`src/rtl/kr580_pic_pkg.sv`:
```
// Shared constants and helpers for the kr580 port-mapped priority interrupt controller.
package kr580_pic_pkg;

  localparam int         NUM_IRQ         = 8;
  localparam logic [1:0] OFS_VECTOR      = 2'd0;
  localparam logic [1:0] OFS_MASK        = 2'd1;
  localparam logic [1:0] OFS_PEND        = 2'd2;
  localparam logic [7:0] RST_OPCODE_BASE = 8'hC7;
  localparam logic [7:0] NOP_OPCODE      = 8'h00;

  function automatic logic [7:0] rst_opcode(input logic [2:0] n);
    return RST_OPCODE_BASE | {2'b00, n, 3'b000};
  endfunction

  function automatic logic [7:0] onehot8(input logic [2:0] n);
    return 8'd1 << n;
  endfunction

  // Bit i is set when any bit 0..i of v is set (in-service blocking mask).
  function automatic logic [7:0] prefix_or(input logic [7:0] v);
    logic [7:0] r;
    r[0] = v[0];
    for (int i = 1; i < NUM_IRQ; i++) begin
      r[i] = r[i-1] | v[i];
    end
    return r;
  endfunction

endpackage

```
`src/rtl/kr580_pic_prio.sv`:
```
// Combinational 8-bit priority encoder: lowest set index wins, valid when any bit set.
module kr580_pic_prio
  import kr580_pic_pkg::*;
(
  input  logic [7:0] i_req,
  output logic [2:0] o_idx,
  output logic       o_valid
);

  // Fixed priority, bit 0 highest.
  always_comb begin
    o_idx   = 3'd0;
    o_valid = 1'b1;
    casez (i_req)
      8'b???????1: o_idx = 3'd0;
      8'b??????10: o_idx = 3'd1;
      8'b?????100: o_idx = 3'd2;
      8'b????1000: o_idx = 3'd3;
      8'b???10000: o_idx = 3'd4;
      8'b??100000: o_idx = 3'd5;
      8'b?1000000: o_idx = 3'd6;
      8'b10000000: o_idx = 3'd7;
      default: begin
        o_idx   = 3'd0;
        o_valid = 1'b0;
      end
    endcase
  end

endmodule

```
`src/rtl/kr580_pic.sv`:
```
// kr580 8-line priority interrupt controller on the CPU I/O-port bus.
// Define KR580_PIC_LEVEL_EN for level-sensitive request lines (default: edge-triggered).
module kr580_pic
  import kr580_pic_pkg::*;
#(
  parameter logic [7:0] BASE_PORT   = 8'h10,
  parameter int         SYNC_STAGES = 2
)(
  input  logic       clock,
  input  logic       reset,
  input  logic [7:0] port_addr,
  input  logic [7:0] port_wdata,
  input  logic       pw,
  input  logic       pr,
  output logic [7:0] port_rdata,
  input  logic [7:0] irq,
  output logic       intr
);

  logic [7:0] r_sync [SYNC_STAGES];
  logic [7:0] r_pend, r_isr, r_mask, r_rdata;
  logic       r_intr, r_pr_prev, r_pw_prev;

  logic [7:0] w_ofs, w_elig, w_rdata_nxt, w_pend_nxt, w_isr_nxt;
  logic       w_in_range, w_rd_go, w_wr_go;
  logic       w_ack, w_eoi, w_mask_wr, w_w1c;
  logic [2:0] w_vec_idx, w_eoi_idx;
  logic       w_vec_valid, w_eoi_valid;

  assign port_rdata = r_rdata;
  assign intr       = r_intr;

  kr580_pic_prio u_prio_vec (.i_req(w_elig), .o_idx(w_vec_idx), .o_valid(w_vec_valid));
  kr580_pic_prio u_prio_eoi (.i_req(r_isr),  .o_idx(w_eoi_idx), .o_valid(w_eoi_valid));

  // Address decode and strobe qualification; a simultaneous write suppresses the read.
  always_comb begin
    w_ofs      = port_addr - BASE_PORT;
    w_in_range = (w_ofs < 8'd3);
    w_rd_go    = pr & ~r_pr_prev & ~pw & w_in_range;
    w_wr_go    = pw & ~r_pw_prev & w_in_range;
    w_ack      = w_rd_go & (w_ofs[1:0] == OFS_VECTOR) & w_vec_valid;
    w_eoi      = w_wr_go & (w_ofs[1:0] == OFS_VECTOR) & w_eoi_valid;
    w_mask_wr  = w_wr_go & (w_ofs[1:0] == OFS_MASK);
    w_w1c      = w_wr_go & (w_ofs[1:0] == OFS_PEND);
    w_elig     = r_pend & ~r_mask & ~prefix_or(r_isr);
  end

  // Read data mux.
  always_comb begin
    w_rdata_nxt = NOP_OPCODE;
    case (w_ofs[1:0])
      OFS_VECTOR: w_rdata_nxt = w_vec_valid ? rst_opcode(w_vec_idx) : NOP_OPCODE;
      OFS_MASK:   w_rdata_nxt = r_mask;
      OFS_PEND:   w_rdata_nxt = r_pend;
      default:    w_rdata_nxt = NOP_OPCODE;
    endcase
  end

  // In-service update: ack sets, EOI clears the lowest in-service line.
  always_comb begin
    w_isr_nxt = (r_isr & ~(w_eoi ? onehot8(w_eoi_idx) : 8'h00))
              | (w_ack ? onehot8(w_vec_idx) : 8'h00);
  end

`ifdef KR580_PIC_LEVEL_EN
  // Level mode: pending mirrors the synchronised lines; W1C is inert.
  always_comb begin
    w_pend_nxt = r_sync[SYNC_STAGES-1];
  end
`else
  logic [7:0] r_irq_prev;
  logic [7:0] w_edge;

  // Edge mode: a new edge always wins over a same-clock ack or W1C.
  always_comb begin
    w_edge     = r_sync[SYNC_STAGES-1] & ~r_irq_prev;
    w_pend_nxt = (r_pend & ~((w_ack ? onehot8(w_vec_idx) : 8'h00)
                           | (w_w1c ? port_wdata : 8'h00)))
               | w_edge;
  end

  // Edge history of the synchronised request lines.
  always_ff @(posedge clock) begin
    if (reset) begin
      r_irq_prev <= 8'h00;
    end else begin
      r_irq_prev <= r_sync[SYNC_STAGES-1];
    end
  end
`endif

  // Strobe history keeps tracking during reset so a held strobe cannot fire afterwards.
  always_ff @(posedge clock) begin
    r_pr_prev <= pr;
    r_pw_prev <= pw;
  end

  // Controller state and registered outputs.
  always_ff @(posedge clock) begin
    if (reset) begin
      for (int s = 0; s < SYNC_STAGES; s++) begin
        r_sync[s] <= 8'h00;
      end
      r_pend  <= 8'h00;
      r_isr   <= 8'h00;
      r_mask  <= 8'hFF;
      r_rdata <= 8'h00;
      r_intr  <= 1'b0;
    end else begin
      r_sync[0] <= irq;
      for (int s = 1; s < SYNC_STAGES; s++) begin
        r_sync[s] <= r_sync[s-1];
      end
      r_pend <= w_pend_nxt;
      r_isr  <= w_isr_nxt;
      r_intr <= |w_elig;
      if (w_mask_wr) begin
        r_mask <= port_wdata;
      end
      if (w_rd_go) begin
        r_rdata <= w_rdata_nxt;
      end
    end
  end

endmodule

```
`config.mk`:
```
export PLATFORM = sky130hd
export DESIGN_NAME = kr580_pic
export DESIGN_NICKNAME = d
export VERILOG_FILES = /design/src/rtl/kr580_pic_pkg.sv /design/src/rtl/kr580_pic_prio.sv /design/src/rtl/kr580_pic.sv
export SDC_FILE = /design/constraint.sdc
export NUM_CORES = 1
export LEC_CHECK = 0
export ABC_AREA = 0
export CELL_PAD_IN_SITES_DETAIL_PLACEMENT = 0
export CELL_PAD_IN_SITES_GLOBAL_PLACEMENT = 2
export CORE_ASPECT_RATIO = 1.75
export CORE_MARGIN = 2
export CORE_UTILIZATION = 36
export CTS_CLUSTER_DIAMETER = 100
export DETAILED_ROUTE_END_ITERATION = 12
export HOLD_SLACK_MARGIN = 0.12
export PLACE_DENSITY = 0.9
export SYNTH_ARGS = -nofsm -noshare
export SYNTH_HDL_FRONTEND = slang
export SYNTH_SLANG_ARGS = --single-unit
```
`constraint.sdc`:
```
create_clock -name clock -period 6.4 [get_ports clock]
set_clock_uncertainty 0.2 [all_clocks]
set_input_delay 1.28 -clock clock [delete_from_list [all_inputs] [get_ports clock]]
set_output_delay 1.28 -clock clock [all_outputs]
set_load 0.02 [all_outputs]
```
---- Yosys cells after proc, flatten, opt, wreduce, memory -nomap -nowiden ----
Memory sizes are Yosys's and may differ from the RTL's.
Index checks and enable logic that the tools add are counted.
word-level totals
  flip-flop bits (word level) ............. 43
  memory bits (writable) .................. 16
  output and inout bits ................... 9
  word-level logic and storage cells ...... 83
  memories ................................ 1
cells by class
  add/sub/neg operators ................... 1
  order comparisons ....................... 1
  equal/unequal tests ..................... 16
  shifts and indexed selects .............. 2
  multiplexer cells ....................... 14
  bitwise logic cells ..................... 36
  reductions and logical operators ........ 4
memory list
  memory  words  width  rd ports  clocked after memory_dff  write ports  RTL line         text
  r_sync  2      8      2         0                         2            kr580_pic.sv:20  logic [7:0] r_sync [SYNC_STAGES];
operator list
  cell                                                         count
  two-way mux 8 bit                                            6
  one-hot mux 3 bit (7 select lines)                           2
  bitwise AND 8 bit                                            5
  NOT 8 bit                                                    5
  OR 8 bit                                                     3
  one-hot mux 8 bit (3 select lines)                           1
  OR reduction 8 bit                                           3
  equality test 8 bit (second input constant)                  2
  << shifter 1 x 3 -> 8 bit (first input constant)             2
  equality test 7 bit (second input constant)                  2
  equality test 6 bit (second input constant)                  2
  bitwise AND 1 bit                                            11
  equality test 5 bit (second input constant)                  2
  OR 1 bit                                                     9
  equality test 4 bit (second input constant)                  2
  less-than comparator 8 x 2 -> 1 bit (second input constant)  1
  subtractor 8 x 5 -> 8 bit (second input constant)            1
  equality test 2 bit (second input constant)                  3
  equality test 3 bit (second input constant)                  2
  two-way mux 1 bit                                            5
  NOT 1 bit                                                    3
  equality test 2 x 1 -> 1 bit (second input constant)         1
  logical NOT 2 bit                                            1

---- Depth between registers and ports, before layout ----
  depth in word-level cells ............... 18
  gate-level depth with buffers ........... 7
  depth with buffers taken out ............ 6

---- Hierarchy ----
From an unflattened synthesis, not the netlist that was laid out.
unflattened totals
  cell total of the unflattened synthesis .. 296
  area, all modules ....................... 2610.0 um^2
by module, submodules not included
  module          times used  cells an instance  area each (um^2)
  kr580_pic       1           268                2444.8
  kr580_pic_prio  2           14                 82.6

---- Least setup slack after synthesis ----
No wires, ideal clock.
  path type ............................... input to register
  from .................................... input port port_addr[5]
  to ...................................... register r_isr[0]
  library setup time ...................... 0.071 ns
  arrival ................................. 2.658 ns
  data required time ...................... 6.129 ns
  path slack .............................. 3.472 ns
  stages .................................. 7
  cells stage by stage .................... nor4b_1 nand2_1 nor4b_4 clkbuf_1 nand3_1 or2_1 a21oi_1
on the way
  longest elaborated chain between the ends .. 9
  elaborated cells on any way between the ends .. 13
  those cells by class .................... 1 x add/sub; 1 x order compare; 2 x mux; 9 x bitwise
ends and longest elaborated chain
  element                                RTL line          text
  start: declaration                     kr580_pic.sv:11   input logic [7:0] port_addr,
  subtractor 8 x 5 -> 8 bit *            kr580_pic.sv:38   w_ofs = port_addr - BASE_PORT;
  less-than comparator 8 x 2 -> 1 bit *  kr580_pic.sv:39   w_in_range = (w_ofs < 8'd3);
  bitwise AND 1 bit                      kr580_pic.sv:41   w_wr_go = pw & ~r_pw_prev & w_in_range;
  bitwise AND 1 bit (2 in a row)         kr580_pic.sv:43   w_eoi = w_wr_go & (w_ofs[1:0] == OFS_VECTOR) & w_eoi_valid;
  two-way mux 8 bit                      kr580_pic.sv:62   w_isr_nxt = (r_isr & ~(w_eoi ? onehot8(w_eoi_idx) : 8'h00))
  NOT 8 bit                              kr580_pic.sv:62
  bitwise AND 8 bit                      kr580_pic.sv:62
  OR 8 bit *                             kr580_pic.sv:63   | (w_ack ? onehot8(w_vec_idx) : 8'h00);
  end signal: assignment                 kr580_pic.sv:116  r_isr <= w_isr_nxt;
  end: declaration                       kr580_pic.sv:21   logic [7:0] r_pend, r_isr, r_mask, r_rdata;
Mark *: on every way between the ends. The rest lies on a longest branch, timed or not.
A chain may end at the register's enable or synchronous reset.

---- Worst setup path in the final report ----
  from .................................... input port port_addr[1]
  to ...................................... register r_pend[4]
on the way
  longest elaborated chain between the ends .. 10
  elaborated cells on any way between the ends .. 15
  those cells by class .................... 1 x add/sub; 1 x order compare; 1 x eq/ne; 2 x mux; 9 x bitwise; 1 x reduce/logical
ends and longest elaborated chain
  element                              RTL line          text
  subtractor 8 x 5 -> 8 bit *          kr580_pic.sv:38
  less-than comparator 8 x 2 -> 1 bit  kr580_pic.sv:39
  bitwise AND 1 bit                    kr580_pic.sv:40   w_rd_go = pr & ~r_pr_prev & ~pw & w_in_range;
  bitwise AND 1 bit (2 in a row)       kr580_pic.sv:42   w_ack = w_rd_go & (w_ofs[1:0] == OFS_VECTOR) & w_vec_valid;
  two-way mux 8 bit                    kr580_pic.sv:78   w_pend_nxt = (r_pend & ~((w_ack ? onehot8(w_vec_idx) : 8'h00)
  OR 8 bit *                           kr580_pic.sv:79   | (w_w1c ? port_wdata : 8'h00)))
  NOT 8 bit *                          kr580_pic.sv:78
  bitwise AND 8 bit *                  kr580_pic.sv:78
  OR 8 bit *                           kr580_pic.sv:80   | w_edge;
  end signal: assignment               kr580_pic.sv:115  r_pend <= w_pend_nxt;
  end: declaration                     kr580_pic.sv:21
Marks and branches as above.

==> impl_metrics.json <==
{
  "die_width_um": 66.68,
  "antenna_found_initial": 0,
  "clock_tree.root_cell": "sky130_fd_sc_hd__clkbuf_16",
  "power_leakage_nw": 1.169,
  "avgRoutedWirePerCell_um": 15.69,
  "fmax_mhz": 268.0,
  "dp_hpwl_mm": 4.486,
  "drtAntennaViolNets": 0,
  "postLayoutCoreUtil_pct": 47.41,
  "max_slew_margin_pct": 37.09,
  "syn_nets": 287,
  "floorplan.initialDensity_pct": 36.63,
  "synth_fa_ha_area_share_pct": 0,
  "p_per_area_nw_per_um2": 285.8,
  "post_cts_resized": 0,
  "end_kind": "register",
  "timing.final.max_slew_violations": 0,
  "setup_violations": 0,
  "largest_voltage_drop_on_the_vdd_net_mv": 0.2629,
  "cts.path.max_buffers": 2,
  "synth_top_cells_by_area": "sky130_fd_sc_hd__dfxtp_1 (48%), sky130_fd_sc_hd__nor2b_1 (7.3%), sky130_fd_sc_hd__nand2_1 (3.8%)",
  "outcome": "finished clean",
  "cts_buffers": 9,
  "flop_and_latch_count_out_of_synthesis": 59,
  "drv_cap": 0,
  "die_area_um2": 7580,
  "unrepaired_setup_endpoints_after_global_routing": "no",
  "clkTransAtPathRegs_ns": 0.05,
  "synth_seq_area_share_pct": 47.72,
  "setup_ws_ns": 2.669,
  "synth_cell_type_count": 57,
  "timing.critical_path.required_ns": 6.41,
  "cts.sink_count": 59,
  "path_cells": "clkdlybuf4s50_1 -> a211oi_1 -> nand2_1 -> nor4b_4 -> and3_1 -> nand2_1 -> a41o_1",
  "synth.cell_area_um2": 2475,
  "first_global_vias": 2058,
  "clock_tree_from_tritoncts": "done",
  "cts_hold_buffers": 0,
  "multiplexer_area_fraction_after_synthesis_pct": 0,
  "routed_wl_mm": 6.026,
  "post_layout_nonfiller_instances": 384,
  "die_height_um": 113.7,
  "drt_pass1_iterations": 4,
  "number_of_enable_flip_flop_cells_after_synthesis": 0,
  "maximum_number_of_pins_on_one_net_before_global_route_repair": 40,
  "core_area_um2": 6756,
  "min_path_type": "reg2reg",
  "crit_path_max_fanout": 21,
  "numPlacedInstances": 368,
  "worst_pin_slew_ns": 0.9396,
  "post_cts_buffers": 0,
  "synth_flop_cell": "sky130_fd_sc_hd__dfxtp_1",
  "final_cell_area_um2": 3203,
  "yosys_warnings": 0,
  "cell_taking_the_most_area_after_synthesis": "sky130_fd_sc_hd__dfxtp_1",
  "yosys.area_share.simple_pct": 29.37,
  "power.total_mw": 0.9155,
  "layout_nets": 323,
  "grt_first_pass_wirelength_mm": 10.04,
  "post_drt_via_cell_ratio": 5.445,
  "remaining_drcs": 0,
  "synthesis.instances": 259,
  "pre_cts_worst_setup_slack_ns": 2.316,
  "drt_first_iter_violations": 176,
  "timing.setup.critical_path_class": "in2reg",
  "postSynthAreaPerCell_um2": 9.555,
  "critPathArrivalTime_ns": 3.74,
  "synth-compound-area-share_pct": 19.21,
  "ioPinCount": 37,
  "groute.usage.overall_pct": 17.85,
  "cpPeakStageDelay_ns": 0.82,
  "placement.cell_area_um2": 2889,
  "final_hold_viols": 0,
  "layout-drive-gt1-share_pct": 11.33,
  "fin_setup_tns_ns": 0,
  "synth-xor-area-share_pct": 0,
  "cp_slowest_cell": "sky130_fd_sc_hd__nor4b_4",
  "hold_slack_ns": 0.2323,
  "worstSkewPairLatency_ns": 0.32,
  "antenna-diode-count": 0,
  "startpoint_kind_of_the_worst_setup_timing_path": "input pin",
  "synthArstFlopShare_pct": 0,
  "largest_family_of_logic_cells_by_synthesized_area": "simple AND/OR/NAND/NOR gates",
  "portBuffers": 36,
  "post_synth_top_area_share_pct": 47.72,
  "path_buf_inv": 1,
  "gp_routability_congestion": 0.8730,
  "grt_overflow": 0,
  "ctsHtreeMaxLevel": 3,
  "layout_min_cycle_time_ns": 3.731,
  "critical_path.most_common_cell": "sky130_fd_sc_hd__nand2_1",
  "cp_top_family": "simple AND/OR/NAND/NOR gates",
  "fp-row-count": 40,
  "routed-via-count": 2091,
  "finalCritPeriodShare_pct": 58.30,
  "area_delta_synth_final_pct": 29.42
}
power by group:
group	internal (mW)	switching (mW)	total [mW]
Combinational	0.0256	0.0178	0.0434
Sequential	0.378	0.00460	0.382
Clock	0.331	0.159	0.490
Total	0.734	0.181	0.916
placed cells by master (no fill, tap or decap), drive strengths merged, types with 3 or more instances in the layout:
master / netlist / final
clkdlybuf4s50: 0 / 36
nor4: 3 / 3
dfxtp: 59 / 59
a21oi: 16 / 16
nand3: 18 / 18
a41o: 4 / 4
clkbuf: 10 / 12
a22oi: 6 / 6
nor2b: 29 / 29
a31oi: 6 / 6
nor4b: 4 / 4
nor2: 7 / 7
and2b: 3 / 3
buf: 3 / 3
or2: 3 / 3
nand2: 25 / 25
o211ai: 4 / 4
o21ai: 12 / 12
o41ai: 4 / 4
clkinv: 1 / 3
nand2b: 8 / 8
nor3: 4 / 4
layout make-up:
type                       count  area [um2]
fill                         672        3553
multi-input combinational    183        1209
sequential                    59        1181
timing repair buffer          39       382.9
clock buffer                  12       266.5
tap                           84       105.1
clock inverter                 4       47.55
inverter                       3       11.26
worst reg2reg max path: stages, from the launching register on:
cell	delay, ns
sky130_fd_sc_hd__dfxtp_1	0.43
sky130_fd_sc_hd__nor3b_2	0.33
sky130_fd_sc_hd__or2_2	0.25
sky130_fd_sc_hd__nor4_2	0.07
sky130_fd_sc_hd__a311oi_1	0.72
sky130_fd_sc_hd__nand2_1	0.23
sky130_fd_sc_hd__a41o_1	0.29
registers in the layout (all words and copies together) (netlist names):
signal / flops
r_mask: 8
r_irq_prev: 8
r_sync: 16
r_isr: 8
port_rdata: 8
r_pend: 8
r_pw_prev: 1
r_pr_prev: 1
intr: 1
Yosys cell counts (2+ instances only):
cell type	count
sky130_fd_sc_hd__a41o_1	4
sky130_fd_sc_hd__o21ai_0	9
sky130_fd_sc_hd__a22oi_1	6
sky130_fd_sc_hd__o211ai_1	4
sky130_fd_sc_hd__o21ai_1	3
sky130_fd_sc_hd__clkbuf_1	8
sky130_fd_sc_hd__or2_1	2
sky130_fd_sc_hd__nor3_1	4
sky130_fd_sc_hd__and2b_1	2
sky130_fd_sc_hd__or2b_1	2
sky130_fd_sc_hd__nand2_1	25
sky130_fd_sc_hd__inv_1	2
sky130_fd_sc_hd__nor4b_1	2
sky130_fd_sc_hd__a211oi_1	2
sky130_fd_sc_hd__nor4_4	2
sky130_fd_sc_hd__nor2b_1	29
sky130_fd_sc_hd__o41ai_1	4
sky130_fd_sc_hd__a21oi_1	16
sky130_fd_sc_hd__buf_2	2
sky130_fd_sc_hd__nor2_1	7
sky130_fd_sc_hd__nand2b_1	8
sky130_fd_sc_hd__a31oi_1	6
sky130_fd_sc_hd__nand3_1	18
sky130_fd_sc_hd__dfxtp_1	59
layer usage:
metal	vias up	share of wire (%)	track usage [%]	routed length, um
met5	-	0	0	0
met4	0	5.0	11.84	301
met3	20	4.2	4.339	252
met2	62	52	29.00	3116
met1	993	39	20.22	2356
li1	1016	-	-	-
final timing paths:
check | start | to | slack (ns) | cells after the start
min reg2reg | r_sync[0][6]$_SDFF_PP0_ | r_sync[0][14]$_SDFF_PP0_ | 0.23 | 1
min | r_sync[0][6]$_SDFF_PP0_ | r_sync[0][14]$_SDFF_PP0_ | 0.23 | 1
max reg2reg | r_isr[0]$_SDFF_PP0_ | r_pend[4]$_SDFF_PP0_ | 3.77 | 6
max | port_addr[1] | r_pend[4]$_SDFF_PP0_ | 2.67 | 7
logic make-up after synthesis:
kind of cell	after synthesis
flops	59
compound gates	66
simple gates	117
buf+inv	17
No activity file was read; power rests on OpenSTA's default activity.
